[src/rtl/rr_mux_n_pkg.sv]
`default_nettype none
// ---------------------------------------------------------------------------
// rr_mux_n_pkg : shared types and width helper for the rr_mux_n slice.  Rev 1.0
// ---------------------------------------------------------------------------
package rr_mux_n_pkg;

  typedef enum logic {
    MODE_SEL = 1'b0,
    MODE_RR  = 1'b1
  } mux_mode_e;

  // Keeps select/channel-id fields at least one bit wide for degenerate N.
  function automatic int sel_width(input int n);
    return (n < 2) ? 1 : $clog2(n);
  endfunction

endpackage
`default_nettype wire

[src/rtl/rr_mux_n_if.sv]
`default_nettype none
// ---------------------------------------------------------------------------
// rr_mux_n_if : N-channel valid/ready input bundle plus registered output.  Rev 1.0
// ---------------------------------------------------------------------------
interface rr_mux_n_if
  import rr_mux_n_pkg::*;
#(
  parameter int WIDTH = 64,
  parameter int N     = 4
);
  localparam int SELW = sel_width(N);

  logic                 i_mode;
  logic [SELW-1:0]      i_sel;
  logic [N-1:0]         i_in_valid;
  logic [N*WIDTH-1:0]   i_in_data;
  logic [N-1:0]         o_in_ready;
  logic                 o_out_valid;
  logic [WIDTH-1:0]     o_out_data;
  logic [SELW-1:0]      o_out_ch;
  logic                 i_out_ready;

  modport master (
    output i_mode, i_sel, i_in_valid, i_in_data, i_out_ready,
    input  o_in_ready, o_out_valid, o_out_data, o_out_ch
  );

  modport slave (
    input  i_mode, i_sel, i_in_valid, i_in_data, i_out_ready,
    output o_in_ready, o_out_valid, o_out_data, o_out_ch
  );

endinterface
`default_nettype wire

[src/rtl/rr_mux_n_arbiter.sv]
`default_nettype none
// ---------------------------------------------------------------------------
// rr_arbiter_n : combinational rotate-priority search starting after i_last.  Rev 1.0
// ---------------------------------------------------------------------------
module rr_arbiter_n
  import rr_mux_n_pkg::*;
#(
  parameter  int N    = 4,
  localparam int SELW = sel_width(N)
) (
  input  logic [N-1:0]    i_req,
  input  logic [SELW-1:0] i_last,
  output logic [N-1:0]    o_gnt,
  output logic [SELW-1:0] o_gnt_idx
);

  logic [SELW-1:0] w_pos;
  logic            w_found;

  always_comb begin
    o_gnt     = '0;
    o_gnt_idx = '0;
    w_found   = 1'b0;
    w_pos     = '0;
    for (int k = 0; k < N; k++) begin
      w_pos = SELW'((int'(i_last) + 1 + k) % N);
      if (!w_found && i_req[w_pos]) begin
        o_gnt[w_pos] = 1'b1;
        o_gnt_idx    = w_pos;
        w_found      = 1'b1;
      end
    end
  end

endmodule
`default_nettype wire

[src/rtl/rr_mux_n.sv]
`default_nettype none
// ---------------------------------------------------------------------------
// rr_mux_n : N:1 registered valid/ready mux, explicit-select or round-robin.  Rev 1.0
// ---------------------------------------------------------------------------
module rr_mux_n
  import rr_mux_n_pkg::*;
#(
  parameter  int WIDTH = 64,
  parameter  int N     = 4,
  localparam int SELW  = sel_width(N)
) (
  input  logic        clk,
  input  logic        rst_n,
  rr_mux_n_if.slave   bus
);

  mux_mode_e        w_mode;
  logic             w_load;
  logic [N-1:0]     w_rr_gnt;
  logic [SELW-1:0]  w_rr_idx;
  logic [N-1:0]     w_sel_gnt;
  logic [N-1:0]     w_gnt;
  logic [SELW-1:0]  w_gnt_idx;
  logic             w_xfer;
  logic [WIDTH-1:0] w_data;

  logic             r_out_valid;
  logic [WIDTH-1:0] r_out_data;
  logic [SELW-1:0]  r_out_ch;
  logic [SELW-1:0]  r_last;

  assign w_mode = mux_mode_e'(bus.i_mode);
  assign w_load = !r_out_valid || bus.i_out_ready;

  rr_arbiter_n #(.N(N)) u_arb (
    .i_req     (bus.i_in_valid),
    .i_last    (r_last),
    .o_gnt     (w_rr_gnt),
    .o_gnt_idx (w_rr_idx)
  );

  // Compare against every legal index so an out-of-range sel simply matches nothing.
  always_comb begin
    w_sel_gnt = '0;
    for (int i = 0; i < N; i++) begin
      w_sel_gnt[i] = bus.i_in_valid[i] && (bus.i_sel == SELW'(i));
    end
  end

  assign w_gnt     = (w_mode == MODE_RR) ? w_rr_gnt : w_sel_gnt;
  assign w_gnt_idx = (w_mode == MODE_RR) ? w_rr_idx : bus.i_sel;

  assign bus.o_in_ready = (rst_n && w_load) ? w_gnt : '0;
  assign w_xfer         = |bus.o_in_ready;

  always_comb begin
    w_data = '0;
    for (int i = 0; i < N; i++) begin
      if (w_gnt[i]) begin
        w_data = bus.i_in_data[i*WIDTH +: WIDTH];
      end
    end
  end

  always_ff @(posedge clk or negedge rst_n) begin
    if (!rst_n) begin
      r_out_valid <= 1'b0;
      r_out_data  <= '0;
      r_out_ch    <= '0;
      r_last      <= SELW'(N - 1);
    end else if (w_xfer) begin
      r_out_valid <= 1'b1;
      r_out_data  <= w_data;
      r_out_ch    <= w_gnt_idx;
      if (w_mode == MODE_RR) begin
        r_last <= w_gnt_idx;
      end
    end else if (bus.i_out_ready) begin
      r_out_valid <= 1'b0;
    end
  end

  assign bus.o_out_valid = r_out_valid;
  assign bus.o_out_data  = r_out_data;
  assign bus.o_out_ch    = r_out_ch;

endmodule
`default_nettype wire

[src/flat_wrapper.sv]
// flat-port wrapper written by rule: the top's interface ports become plain ports
module rr_mux_n_flat import rr_mux_n_pkg::*;
#(
  parameter  int WIDTH = 64,
  parameter  int N     = 4,
  localparam int SELW  = sel_width(N)
)
  (clk, rst_n, bus_i_mode, bus_i_sel, bus_i_in_valid, bus_i_in_data, bus_i_out_ready, bus_o_in_ready, bus_o_out_valid, bus_o_out_data, bus_o_out_ch);
  rr_mux_n_if #(.WIDTH(WIDTH), .N(N)) bus_i ();
  input  logic clk;
  input  logic rst_n;
  input wire logic [$bits(bus_i.i_mode)-1:0] bus_i_mode;
  input wire logic [$bits(bus_i.i_sel)-1:0] bus_i_sel;
  input wire logic [$bits(bus_i.i_in_valid)-1:0] bus_i_in_valid;
  input wire logic [$bits(bus_i.i_in_data)-1:0] bus_i_in_data;
  input wire logic [$bits(bus_i.i_out_ready)-1:0] bus_i_out_ready;
  output wire logic [$bits(bus_i.o_in_ready)-1:0] bus_o_in_ready;
  output wire logic [$bits(bus_i.o_out_valid)-1:0] bus_o_out_valid;
  output wire logic [$bits(bus_i.o_out_data)-1:0] bus_o_out_data;
  output wire logic [$bits(bus_i.o_out_ch)-1:0] bus_o_out_ch;
  assign bus_i.i_mode = bus_i_mode;
  assign bus_i.i_sel = bus_i_sel;
  assign bus_i.i_in_valid = bus_i_in_valid;
  assign bus_i.i_in_data = bus_i_in_data;
  assign bus_i.i_out_ready = bus_i_out_ready;
  assign bus_o_in_ready = bus_i.o_in_ready;
  assign bus_o_out_valid = bus_i.o_out_valid;
  assign bus_o_out_data = bus_i.o_out_data;
  assign bus_o_out_ch = bus_i.o_out_ch;
  rr_mux_n #(.WIDTH(WIDTH), .N(N)) u_core (.clk(clk), .rst_n(rst_n), .bus(bus_i));
endmodule
[config.mk]
export PLATFORM = sky130hd
export DESIGN_NAME = rr_mux_n_flat
export DESIGN_NICKNAME = d
export VERILOG_FILES = /design/src/rtl/rr_mux_n_pkg.sv /design/src/rtl/rr_mux_n_if.sv /design/src/rtl/rr_mux_n_arbiter.sv /design/src/rtl/rr_mux_n.sv /design/src/flat_wrapper.sv
export SDC_FILE = /design/constraint.sdc
export NUM_CORES = 1
export LEC_CHECK = 0
export BUFFER_PORTS_ARGS = -buffer_cell sky130_fd_sc_hd__buf_2
export CORE_ASPECT_RATIO = 0.6
export CORE_MARGIN = 5
export CORE_UTILIZATION = 48
export CTS_CLUSTER_SIZE = 20
export DETAILED_ROUTE_END_ITERATION = 12
export PLACE_DENSITY = 0.82
export SYNTH_ARGS = -nofsm -noshare
export SYNTH_HDL_FRONTEND = slang
export SYNTH_SLANG_ARGS = --single-unit
[constraint.sdc]
create_clock -name clk -period 4.38 [get_ports clk]
set_input_delay 0.219 -clock clk [delete_from_list [all_inputs] [get_ports clk]]
set_output_delay 0.219 -clock clk [all_outputs]
set_load 0.02 [all_outputs]
### Yosys cells after proc, flatten, opt, wreduce, memory -nomap -nowiden

Index checks and enable logic that the tools add are counted.

| storage, ports and cells | value |
|---|---|
| register bits | 69 |
| output and inout bits | 71 |
| logic and storage cells | 79 |

| operators by class | value |
|---|---|
| add/sub/neg operators | 4 |
| $lt $le $gt $ge | 8 |
| equal/unequal tests | 3 |
| mux-type cells | 36 |
| bitwise gates (word level) | 3 |
| reductions and logical operators | 21 |

Operator list:

| operator | number |
|---|---|
| 2-to-1 mux 64 bit | 4 |
| 2-to-1 mux 4 bit | 6 |
| 2-to-1 mux 1 bit | 13 |
| logical AND 1 bit | 12 |
| less-than comparator 2 x 3 -> 1 bit (second input constant) | 4 |
| bitwise OR 4 bit | 3 |
| 2-to-1 mux 2 bit | 5 |
| binary-select mux 1 bit (select 2 bit) | 4 |
| demux 1 bit (select 2 bit) | 4 |
| >= comparator 2 x 1 -> 1 bit (second input constant) | 4 |
| adder 2 x 1 -> 2 bit (second input constant) | 2 |
| adder 2 bit (second input constant) | 2 |
| == test 2 bit (second input constant) | 2 |
| logical NOT 1 bit | 4 |
| OR reduction 4 bit | 1 |
| == test 2 x 1 -> 1 bit (second input constant) | 1 |
| logical NOT 2 bit | 1 |
| AND reduction 2 bit | 1 |
| nonzero test 2 bit | 1 |
| logical OR 1 bit | 1 |

### Logic depth before layout (Yosys ltp)

Gate-level depths: netlist (run 1).

| logic depth | value |
|---|---|
| depth after elaboration | 18 |
| gate-level depth with buffers | 14 |

### Cells and area by module

A second synthesis (run 1) with hierarchy kept.

| second synthesis, totals | value |
|---|---|
| cell total of the unflattened synthesis | 539 |
| area total of the unflattened synthesis | 4804.6 sq um |

By module, submodules not included:

| module | times used | cells each | area an instance (sq um) | seq. area each (sq um) |
|---|---|---|---|---|
| rr_mux_n | 1 | 476 | 4292.9 | 1729.2 |
| rr_arbiter_n | 1 | 63 | 511.7 | 0.0 |

### Worst setup path before layout (run 1)

No wires, ideal clock.

| path | value |
|---|---|
| path kind | register -> output |
| from | register u_core.r_last[0] |
| to | output port bus_o_in_ready[3] |
| arrival time | 3150 ps |
| slack | 1011 ps |
| stages on the path, launching flop included | 12 |
| path through | dfstp_2 -> buf_4 -> inv_1 -> ha_1 -> buf_2 -> mux4_2 -> buf_2 -> o31a_1 -> a41o_1 -> buf_4 -> clkbuf_1 -> nor2_1 |

| on the way | value |
|---|---|
| longest elaborated chain between the ends | 15 |
| elaborated cells on any way between the ends | 50 |
| those cells by class | 4 x add/sub; 8 x order compare; 25 x mux; 3 x bitwise; 10 x reduce/logical |

RTL lines:

| item | RTL line | source |
|---|---|---|
| from (decl) | rr_mux_n.sv:30 | `logic [SELW-1:0] r_last;` |
| from (signal assigned) | rr_mux_n.sv:70 | `r_last <= SELW'(N - 1);` |
| from (signal assigned) | rr_mux_n.sv:76 | `r_last <= w_gnt_idx;` |
| adder 2 x 1 -> 2 bit * | rr_mux_n_arbiter.sv:26 | `w_pos = SELW'((int'(i_last) + 1 + k) % N);` |
| branches (longest 11 deep; another with less-than comparator 2 x 3 -> 1 bit) | - |  |
| 2-to-1 mux 4 bit * | rr_mux_n_arbiter.sv:27 | `if (!w_found && i_req[w_pos]) begin` |
| 2-to-1 mux 4 bit * | rr_mux_n.sv:50 | `assign w_gnt = (w_mode == MODE_RR) ? w_rr_gnt : w_sel_gnt;` |
| 2-to-1 mux 4 bit * | rr_mux_n.sv:53 | `assign bus.o_in_ready = (rst_n && w_load) ? w_gnt : '0;` |
| to (decl) | flat_wrapper.sv:17 | `output wire logic [$bits(bus_i.o_in_ready)-1:0] bus_o_in_ready;` |

Every way passes the cells marked *. The select of a mux whose other input is x is not followed.

### Final worst setup path (run 1)

| path | value |
|---|---|
| from | register u_core.r_last[0] |
| to | register u_core.r_out_data[22] (netlist: u_core.bus.o_out_data[22]) |

| on the way | value |
|---|---|
| longest elaborated chain between the ends | 18 |
| elaborated cells on any way between the ends | 55 |
| those cells by class | 4 x add/sub; 8 x order compare; 29 x mux; 3 x bitwise; 11 x reduce/logical |

RTL lines:

| item | RTL line | source |
|---|---|---|
| adder 2 x 1 -> 2 bit * | rr_mux_n_arbiter.sv:26 |  |
| branches (longest 11 deep; another with less-than comparator 2 x 3 -> 1 bit) | - |  |
| 2-to-1 mux 4 bit * | rr_mux_n_arbiter.sv:27 |  |
| 2-to-1 mux 4 bit * | rr_mux_n.sv:50 |  |
| 2-to-1 mux 64 bit (4 in series) | rr_mux_n.sv:59 | `if (w_gnt[i]) begin` |
| to (signal assigned) | rr_mux_n.sv:73 | `r_out_data <= w_data;` |
| to (decl) | rr_mux_n.sv:28 | `logic [WIDTH-1:0] r_out_data;` |

Marks and branches as above.
A chain may end at the register's enable or synchronous reset.

==> run metrics, run 1 <==
outcome finished clean; Gate Count Post-Synth between 700 and 800; Die H slightly above 100 microns; HP Class input pin to flop; wire per inst 24.06 microns; clk root buf clkbuf_16; Max Cap Viol 0; worst slew pin tran roughly 850 ps; Post-CTS Setup Inserts 0; clk slew on worst S/H paths 60 ps; largest net degree at the start of global routing between 80 and 90; initial antenna violation count 1; Starting DRT DRC Count 1277; CP Data Required Time between 4000 and 5000 ps; first-pass GRT wire length ~47 mm; RSZ-0062 raised after global routing no; via/cell ratio about 7; worst hold slack 171.8 ps; Tcrit/Tclk final 0.9496; EDFF count, synth 0; vias approximately 9000; post-route minimum period 4159 ps; CP Class flop to flop; R2R Setup Slk between 200 and 250 ps; Initial DRT Pass Iterations 8; Core ar. between 10000 and 15000 sq um; syn_nets about 1100; Rows 34; final core utilization 0.6279; highest-delay cell along the critical path dfstp_2; Die ar. 17170 sq um; port buffer count around 340; dpl hpwl 20.38 mm; total CTS buffers 9; Cell Pwr Density 615.4 nW/um^2; max-slew violations 0; Starting Density 0.4867; peak fanout along the critical path 25; synth unique cells 51; GRT Residual Overflow 0; Reg-to-Reg Start u_core.r_last[0]; Worst-Skew Late Latency about 330 ps; critical path endpoint category flop; I/O pins about 340; register area around 1700 sq um; Hold Vio Cnt, Final 0; Static Leak roughly 3.6 nW; mapped cell area 6998 sq um; Worst Hold Depth 3; DRT Wirelength about 30 mm; vias in the first global route 8483; CTS tree yes; Placed Instances 1235; H-tree levels 3; Primary FF master, synth dfrtp_1; FMAX 240.4 MHz; hold path endpoint u_core.bus.o_out_valid; Critical R2R Capture u_core.bus.o_out_data[22]; critical path startpoint category flop; P&R area growth vs syn 29.02%; setup_tns 0 ps; fillers 1265; Ys Warns 0; clk sink count between 60 and 70; Max stage delay on crit path around 700 ps; share of cells above drive strength 1 0.4421; Gates resized, CTS repair 0; Arr. time, crit path ~4400 ps; Worst Path Buf+Inv 2; delay-heaviest family, CP compound AO/OA/AOI/OAI gates; Peak VDD IR between 0.3 and 0.4 mV; CP Cell Sequence inv_1 -> ha_1 -> mux4_2 -> o32ai_2 -> o41ai_4 -> and3b_4 -> buf_4 -> a221oi_2 -> o2bb2ai_1; Multi-input gate area 4782 sq um; clock buffer depth 2; Hold Buf Count CTS 1; sequential share of the synthesized area 0.2471; Nets about 1300; worst-case reg-to-reg path depth 9; Worst Hold Launch bus_i_out_ready; GPL Wtd Cong ~0.93; Finished Layout Cells 1253; Post-Synthesis Mean Instance Area 8.802 sq um; Async S/R FF share, synth 1.000; Final setup viols 0; Clock Skew approximately 9.8 ps; GRT Resource Usage Total 0.3299; relative slew slack 0.4329; Die Span X 165.9 microns; Routed Antenna Nets 0; Synth Register Bits roughly 70; # DRC 0
[state kept, by name (all words and copies together), names as in the netlist]
register,count
u_core.bus.o_out_data,64
u_core.bus.o_out_ch,2
u_core.r_last,2
u_core.bus.o_out_valid,1
[cell usage in the layout (no fill, tap or decap), types with 18 or more instances in the layout]
| cell type | instances |
|---|---|
| o221ai_1 | 64 |
| o211ai_1 | 67 |
| o2bb2ai_1 | 66 |
| dfrtp_1 | 67 |
| a221oi_2 | 60 |
| buf_2 | 335 |
| nand3_1 | 67 |
| nand4_1 | 66 |
| buf_4 | 18 |
| nor3b_1 | 65 |
| nand2_1 | 69 |
[logic make-up (layout without fill, tap and decap cells)]
| logic type | Yosys count | count (layout) | share of synthesized area |
|---|---|---|---|
| mux | 11 | 11 | 0.01877 |
| flops | 69 | 69 | 0.2471 |
| compound gates | 292 | 292 | 0.4041 |
| simple gates | 292 | 292 | 0.2369 |
| fa+ha+maj | 6 | 6 | 0.01073 |
| buf+inv | 125 | 384 | 0.08242 |
| other cells | 0 | 1 | 0 |
[worst max path at each step]
stage | startpoint | depth (start not counted) | to
after floorplan | u_core.r_last[0] | 11 | bus_o_in_ready[3]
after global placement | u_core.r_last[0] | 9 | u_core.bus.o_out_data[6]
final | u_core.r_last[0] | 9 | u_core.bus.o_out_data[22]
after global routing | u_core.r_last[0] | 9 | u_core.bus.o_out_data[17]
after CTS | u_core.r_last[0] | 9 | u_core.bus.o_out_data[22]
after detailed placement | u_core.r_last[0] | 9 | u_core.bus.o_out_data[22]
[stage by stage]
step	instance area [sq um]	total power, mW	setup WS (ps)
3_3_place_gp	8705	4.649	384.8
4_1_cts	9026	5.498	243.5
2_1_floorplan	6998	3.623	1011
5_1_grt	9026	5.843	29.17
3_5_place_dp	8705	4.709	259.6
6_report	9029	5.556	220.7
[cells in the mapped netlist, types with 7 or more instances]
cell / n / area, sq um
buf_6: 7 / 78.83
nand3_1: 67 / 335.3
nand2_1: 69 / 259.0
o221ai_1: 64 / 560.5
nand4_1: 66 / 412.9
a221oi_2: 60 / 900.9
dfrtp_1: 67 / 1677
buf_4: 9 / 67.56
clkbuf_1: 79 / 296.5
nor3b_1: 65 / 488.0
buf_2: 17 / 85.08
o211ai_1: 67 / 503.0
inv_1: 9 / 33.78
o2bb2ai_1: 66 / 578.1
[power by group]
| part | switching (mW) | internal (mW) | total, mW |
|---|---|---|---|
| registers | 0.219 | 0.942 | 1.16 |
| logic | 2.35 | 1.26 | 3.62 |
| clock network | 0.306 | 0.473 | 0.778 |
[worst reg2reg max path: cells and delay by family (launching register included)]
family	cells	cell delay, ps
multiplexers	1	700
flip-flops	1	720
AND/OR/NAND/NOR	1	670
AO/OA/AOI/OAI	4	840
buffers and inverters	2	680
adder cells (fa/ha/maj)	1	480
[layout make-up]
| class | count | area share |
|---|---|---|
| Multi-Input combinational cell | 601 | 0.5297 |
| Timing Repair Buffer | 359 | 0.2129 |
| Sequential cell | 69 | 0.1915 |
| Clock buffer | 11 | 0.02799 |
| Tap cell | 198 | 0.02744 |
| Clock inverter | 5 | 0.006513 |
| Inverter | 9 | 0.003742 |
| Antenna cell | 1 | 0.0002772 |
[routing by layer]
layer / GRT usage / wire [microns] / vias to the layer above
met2: 0.5148 / 13820 / 728
met5: 0 / 7 / -
met3: 0.07880 / 3329 / 98
met4: 0.1024 / 925 / 2
met1: 0.4538 / 12070 / 4144
li1: - / - / 3788
No activity file was read; power rests on OpenSTA's default activity.
==> run 2: changes to the inputs <==
==> constraint.sdc (replaced) <==
create_clock -name clk -period 4.38 [get_ports clk]
set_input_delay 0.876 -clock clk [delete_from_list [all_inputs] [get_ports clk]]
set_output_delay 0.876 -clock clk [all_outputs]
set_load 0.02 [all_outputs]
==> run 2 against run 1 <==
  * Utilization increased by 0.14 points
  * Design area increased by 0.22%
  * Clock-buffer cell count unchanged
  * Sequential share of layout area about the same
  * Sequential power about the same
  * Clock skew increased by 3.3 ps
  * Routed wire length decreased by 1.2%
  * Flip-flop and latch count unchanged
  * Setup slack got worse by 63 ps
  * Global-route usage decreased by 0.77 points
  * Non-clock buffer count increased by 4
  * Combinational power about the same
==> run metrics, run 2 (synthesis gave the netlist of run 1 again) <==
CTS tree yes; Nets 1325 (+0.30%); Clock Skew 13.03 ps (+3.268 ps); CP Data Required Time 3500 ps (-1120 ps); FMAX 236.8 MHz (-1.5%); vias in the first global route 8139 (-4.1%); clk slew on worst S/H paths 60 ps (about the same); DRT Wirelength 29.79 mm (-1.2%); Peak VDD IR 0.3009 mV (-16%); GPL Wtd Cong 0.9101 (-2.6%); GRT Resource Usage Total 0.3222 (-0.007676); fin worst setup slack 157.7 ps (-62.99 ps); initial antenna violation count 4 (+3); setup_tns 0 ps (unchanged); via/cell ratio 6.905 (-1.2%); fillers 1263 (-0.16%); Routed Antenna Nets 0 (unchanged); max reg flops 64 (unchanged); critical path endpoint category primary output; Core ar. 14380 sq um (unchanged); largest net degree at the start of global routing 66 (-22%); peak fanout along the critical path 16 (-36%); Final setup viols 0 (unchanged); clk root buf clkbuf_16; wire per inst 23.70 microns (-1.5%); Critical Path Start u_core.r_last[0]; share of cells above drive strength 1 0.4452 (+0.003054); Rows 34 (unchanged); worst slew pin tran 859.3 ps (+8.563 ps); relative slew slack 0.4271 (-0.005709); clock buffer depth 2 (unchanged); total CTS buffers 9 (unchanged); Die ar. 17170 sq um (unchanged); Hold Vio Cnt, Final 0 (unchanged); Starting Density 0.4867 (unchanged); GRT Residual Overflow 0 (unchanged); HP Class input pin to async pin; dpl hpwl 20.47 mm (+0.46%); clk sink count 69 (unchanged); RSZ-0062 raised after global routing no; H-tree levels 3 (unchanged); Die H 103.5 microns (unchanged); Cell Pwr Density 613.1 nW/um^2 (-0.38%); DP Worst Slack 286.8 ps (+27.13 ps); Tcrit/Tclk final 0.9640 (+0.01438); Max Cap Viol 0 (unchanged); I/O pins 337 (unchanged); most frequent cells in the layout buf_2 (335), nand2_1 (69), o211ai_1 (67), nand3_1 (67), dfrtp_1 (67); max-slew violations 0 (unchanged); first-pass GRT wire length 45.70 mm (-2.8%); CP Class flop to primary output; Worst-Skew Late Latency 340 ps (about the same); final core utilization 0.6293 (+0.001392); # DRC 0 (unchanged); critical path startpoint category flop; Starting DRT DRC Count 1050 (-18%); vias 8679 (-0.92%); port buffer count 336 (unchanged); leading cell type in the layout, fill and taps excluded buf_2; outcome finished clean; post-route minimum period 4222 ps (+62.99 ps); Initial DRT Pass Iterations 5 (-3); Die Span X 165.9 microns (unchanged); Arr. time, crit path 3350 ps (-1050 ps); Static Leak 3.659 nW (+0.35%); Reg-to-Reg Start u_core.r_last[0]; P&R area growth vs syn 29.30%
-- run 2: through the flow --
step           cell area, sq um  hold slack (ps)  std cells  power (mW)
6_report                   9049            385.7       1257       5.548
4_1_cts                    9044            372.9       1256       5.488
3_3_place_gp               8742            469.2       1240       4.650
3_5_place_dp               8742            468.7       1240       4.710
2_1_floorplan              6998            490.5        795       3.623
5_1_grt                    9049            389.8       1257       5.820
-- run 2: timing repair --
| action | in CTS | in global routing |
|---|---|---|
| buffers inserted | 0 | 0 |
| hold buffers | 0 | 0 |
| setup endpoints to repair | 0 | 1 |
| gates resized for setup | 0 | 1 |
-- run 2: critical path, cell delays in order, from the launching register on --
cell,delay [ps]
dfstp_2,720
inv_1,160
ha_2,460
mux4_2,670
a21oi_2,180
o32ai_2,120
o41ai_4,420
nor2_1,100
buf_2,180
-- run 2: where the power goes --
group          switching, mW  internal, mW
registers              0.214         0.942
logic                   2.35          1.28
clock network          0.308         0.458
total                   2.87          2.68
-- run 2: worst paths after layout --
path / endpoint / slack [ps] / cells after the start
setup / recovery: bus_o_in_ready[1] / 160 / 8
hold reg to reg: u_core.bus.o_out_data[36] / 490 / 1
hold / removal: u_core.bus.o_out_data[55] / 390 / 1
min in group clk: u_core.bus.o_out_data[36] / 490 / 1
max in group asynchronous: u_core.bus.o_out_data[38] / 2880 / 2
setup reg to reg: u_core.bus.o_out_data[50] / 300 / 9
-- run 2: routing by layer --
layer  wire length, microns  vias up  track usage
li1                       -     3796            -
met3                   3494       98      0.08451
met5                     34        -            0
met4                   1072        6       0.1077
met1                  11930     4083       0.4462
met2                  13260      696       0.4898
-- run 2: cell type report --
class / instances / area [sq um] / area share
diodes: 1 / 2.502 / 0.0002765
clock buffers: 11 / 242.7 / 0.02683
clock inverters: 5 / 58.81 / 0.006499
inverters: 9 / 33.78 / 0.003733
multi-input cells: 601 / 4785 / 0.5288
flip-flops and latches: 69 / 1729 / 0.1911
well taps: 198 / 247.7 / 0.02738
repair buffers: 363 / 1949 / 0.2154
==> run 3: changes to the inputs <==
--- a/config.mk
+++ b/config.mk
@@ -11,6 +11,7 @@
 export CORE_UTILIZATION = 48
 export CTS_CLUSTER_SIZE = 20
 export DETAILED_ROUTE_END_ITERATION = 12
+export MAX_ROUTING_LAYER = met4
 export PLACE_DENSITY = 0.82
 export SYNTH_ARGS = -nofsm -noshare
 export SYNTH_HDL_FRONTEND = slang
==> run 3 against run 2 <==
  * Setup slack got worse by 8.6 ps
  * Combinational power barely moved
  * Clock-buffer cell count stayed put
  * Critical endpoint is now bus_o_in_ready[3]
==> run metrics, run 3 (synthesis gave the netlist of run 1 again) <==
clk sink count 69 (unchanged); CP Data Required Time 3500 ps (about the same); CTS tree yes; initial antenna violation count 4 (unchanged); RSZ-0062 raised after global routing no; dpl hpwl 20.15 mm (-1.6%); GRT Resource Usage Total 0.3384 (+0.01622); met3 usage in global routing 0.08679 (+0.002284); Finished Layout Cells 1262 (+0.40%); H-tree levels 3 (unchanged); worst slew pin tran 886.0 ps (+26.67 ps); wire per inst 23.75 microns (+0.21%); largest net degree at the start of global routing 67 (+1.5%); Static Leak 3.683 nW (+0.67%); CP Class flop to primary output; Post-CTS Setup Inserts 0 (unchanged); Critical R2R Capture u_core.bus.o_out_data[27]; R2R Setup Slk 340 ps (+40 ps); Die Span X 165.9 microns (unchanged); GRT Residual Overflow 0 (unchanged); GPL Wtd Cong 0.9431 (+3.6%); Max Cap Viol 0 (unchanged); clock buffer depth 2 (unchanged); relative slew slack 0.4094 (-0.01778); worst hold slack 394.7 ps (+9.084 ps); post-route minimum period 4231 ps (+8.627 ps); most frequent cells in the layout buf_2 (335), nand2_1 (69), o211ai_1 (67), nand3_1 (67), dfrtp_1 (67); Clock Skew 9.000 ps (-4.032 ps); worst-case reg-to-reg path depth 9 (unchanged); Die ar. 17170 sq um (unchanged); total CTS buffers 9 (unchanged); Core ar. 14380 sq um (unchanged); Worst-Skew Late Latency 330 ps (about the same); Hold Buf Count CTS 0 (unchanged); Top Usage Layer GRT met2; fillers 1250 (-1.0%); first-pass GRT wire length 46.53 mm (+1.8%); leading cell type in the layout, fill and taps excluded buf_2; Final setup viols 0 (unchanged); max reg flops 64 (unchanged); Nets 1325 (unchanged); max-slew violations 0 (unchanged); setup_tns 0 ps (unchanged); Die H 103.5 microns (unchanged); port buffer count 336 (unchanged); I/O pins 337 (unchanged); Rows 34 (unchanged); peak fanout along the critical path 23 (+7); Peak VDD IR 0.3750 mV (+25%); HP Class input pin to async pin; clk slew on worst S/H paths 60 ps (about the same); DRT Wirelength 29.98 mm (+0.61%); Initial DRT Pass Iterations 5 (unchanged); Starting DRT DRC Count 1121 (+6.8%); Routed Antenna Nets 0 (unchanged); via/cell ratio 6.855 (-0.72%); Starting Density 0.4867 (unchanged); Reg-to-Reg Start u_core.r_last[0]; Gates resized, CTS repair 0 (unchanged); share of cells above drive strength 1 0.4461 (+0.0009452); # DRC 0 (unchanged); GR Layer Usage met1 0.4465 (about the same); outcome finished clean; FMAX 236.4 MHz (-0.20%); critical path startpoint category flop; Hold Vio Cnt, Final 0 (unchanged); Arr. time, crit path 3350 ps (about the same); met2 Use GR 0.5076 (+0.01775); Cell Pwr Density 622.4 nW/um^2 (+1.5%); P&R area growth vs syn 30.13%; Placed Instances 1240 (unchanged); vias in the first global route 8444 (+3.7%); Tcrit/Tclk final 0.9660 (+0.001970); vias 8651 (-0.32%); clk root buf clkbuf_16; final core utilization 0.6333 (+0.004003); critical path endpoint category primary output
[run 3: changes by cell type in the layout (fill, tap and decap cells not counted), sizes merged]
cell / before / now
diode: 1 / 6
clkinvlp: 2 / 1
inv: 10 / 9
bufinv: 1 / 3
[run 3: cell type report]
| type | instances | area [sq um] | share of cell area |
|---|---|---|---|
| Multi-Input combinational cell | 601 | 4785 | 0.5254 |
| Antenna cell | 6 | 15.01 | 0.001649 |
| Inverter | 9 | 33.78 | 0.003710 |
| Sequential cell | 69 | 1729 | 0.1899 |
| Clock buffer | 11 | 252.7 | 0.02775 |
| Clock inverter | 5 | 106.4 | 0.01168 |
| Tap cell | 198 | 247.7 | 0.02721 |
| Timing Repair Buffer | 363 | 1937 | 0.2127 |
[run 3: worst max-delay path: stages (launching register included)]
cell	delay, ps
dfstp_2	730
inv_1	160
ha_2	440
mux4_2	670
o31a_1	340
a41o_4	400
nor2_1	110
buf_2	170
[run 3: through the flow]
stage	area, sq um	worst slack [ps]	power (mW)
final	9106	149.1	5.668
after detailed placement	8730	341.9	4.707
after global routing	9101	35.31	5.954
after global placement	8730	465.5	4.651
after floorplan	6998	353.8	3.623
after CTS	9089	108.0	5.612
[run 3: worst max-delay path by stage]
| stage | cells after the start | from | slack, ps | end |
|---|---|---|---|---|
| finish | 7 | u_core.r_last[0] | 150 | bus_o_in_ready[3] |
| global route | 7 | u_core.r_last[0] | 40 | bus_o_in_ready[3] |
| floorplan | 11 | u_core.r_last[0] | 350 | bus_o_in_ready[3] |
| global placement | 9 | u_core.r_last[0] | 470 | u_core.bus.o_out_data[36] |
| CTS | 7 | u_core.r_last[0] | 110 | bus_o_in_ready[3] |
| detailed placement | 9 | u_core.r_last[0] | 340 | u_core.bus.o_out_data[27] |
[run 3: power by group]
group / total (mW) / switching [mW] / leakage (nW) / internal, mW
Clock: 0.897 / 0.308 / 0.172 / 0.589
Sequential: 1.16 / 0.216 / 0.856 / 0.942
Combinational: 3.61 / 2.34 / 2.65 / 1.27
[run 3: metal layers]
metal	routed length, microns	share of wire
met1	11840	0.40
met2	13610	0.45
met3	3623	0.12
met4	900	0.030
met5	0	0
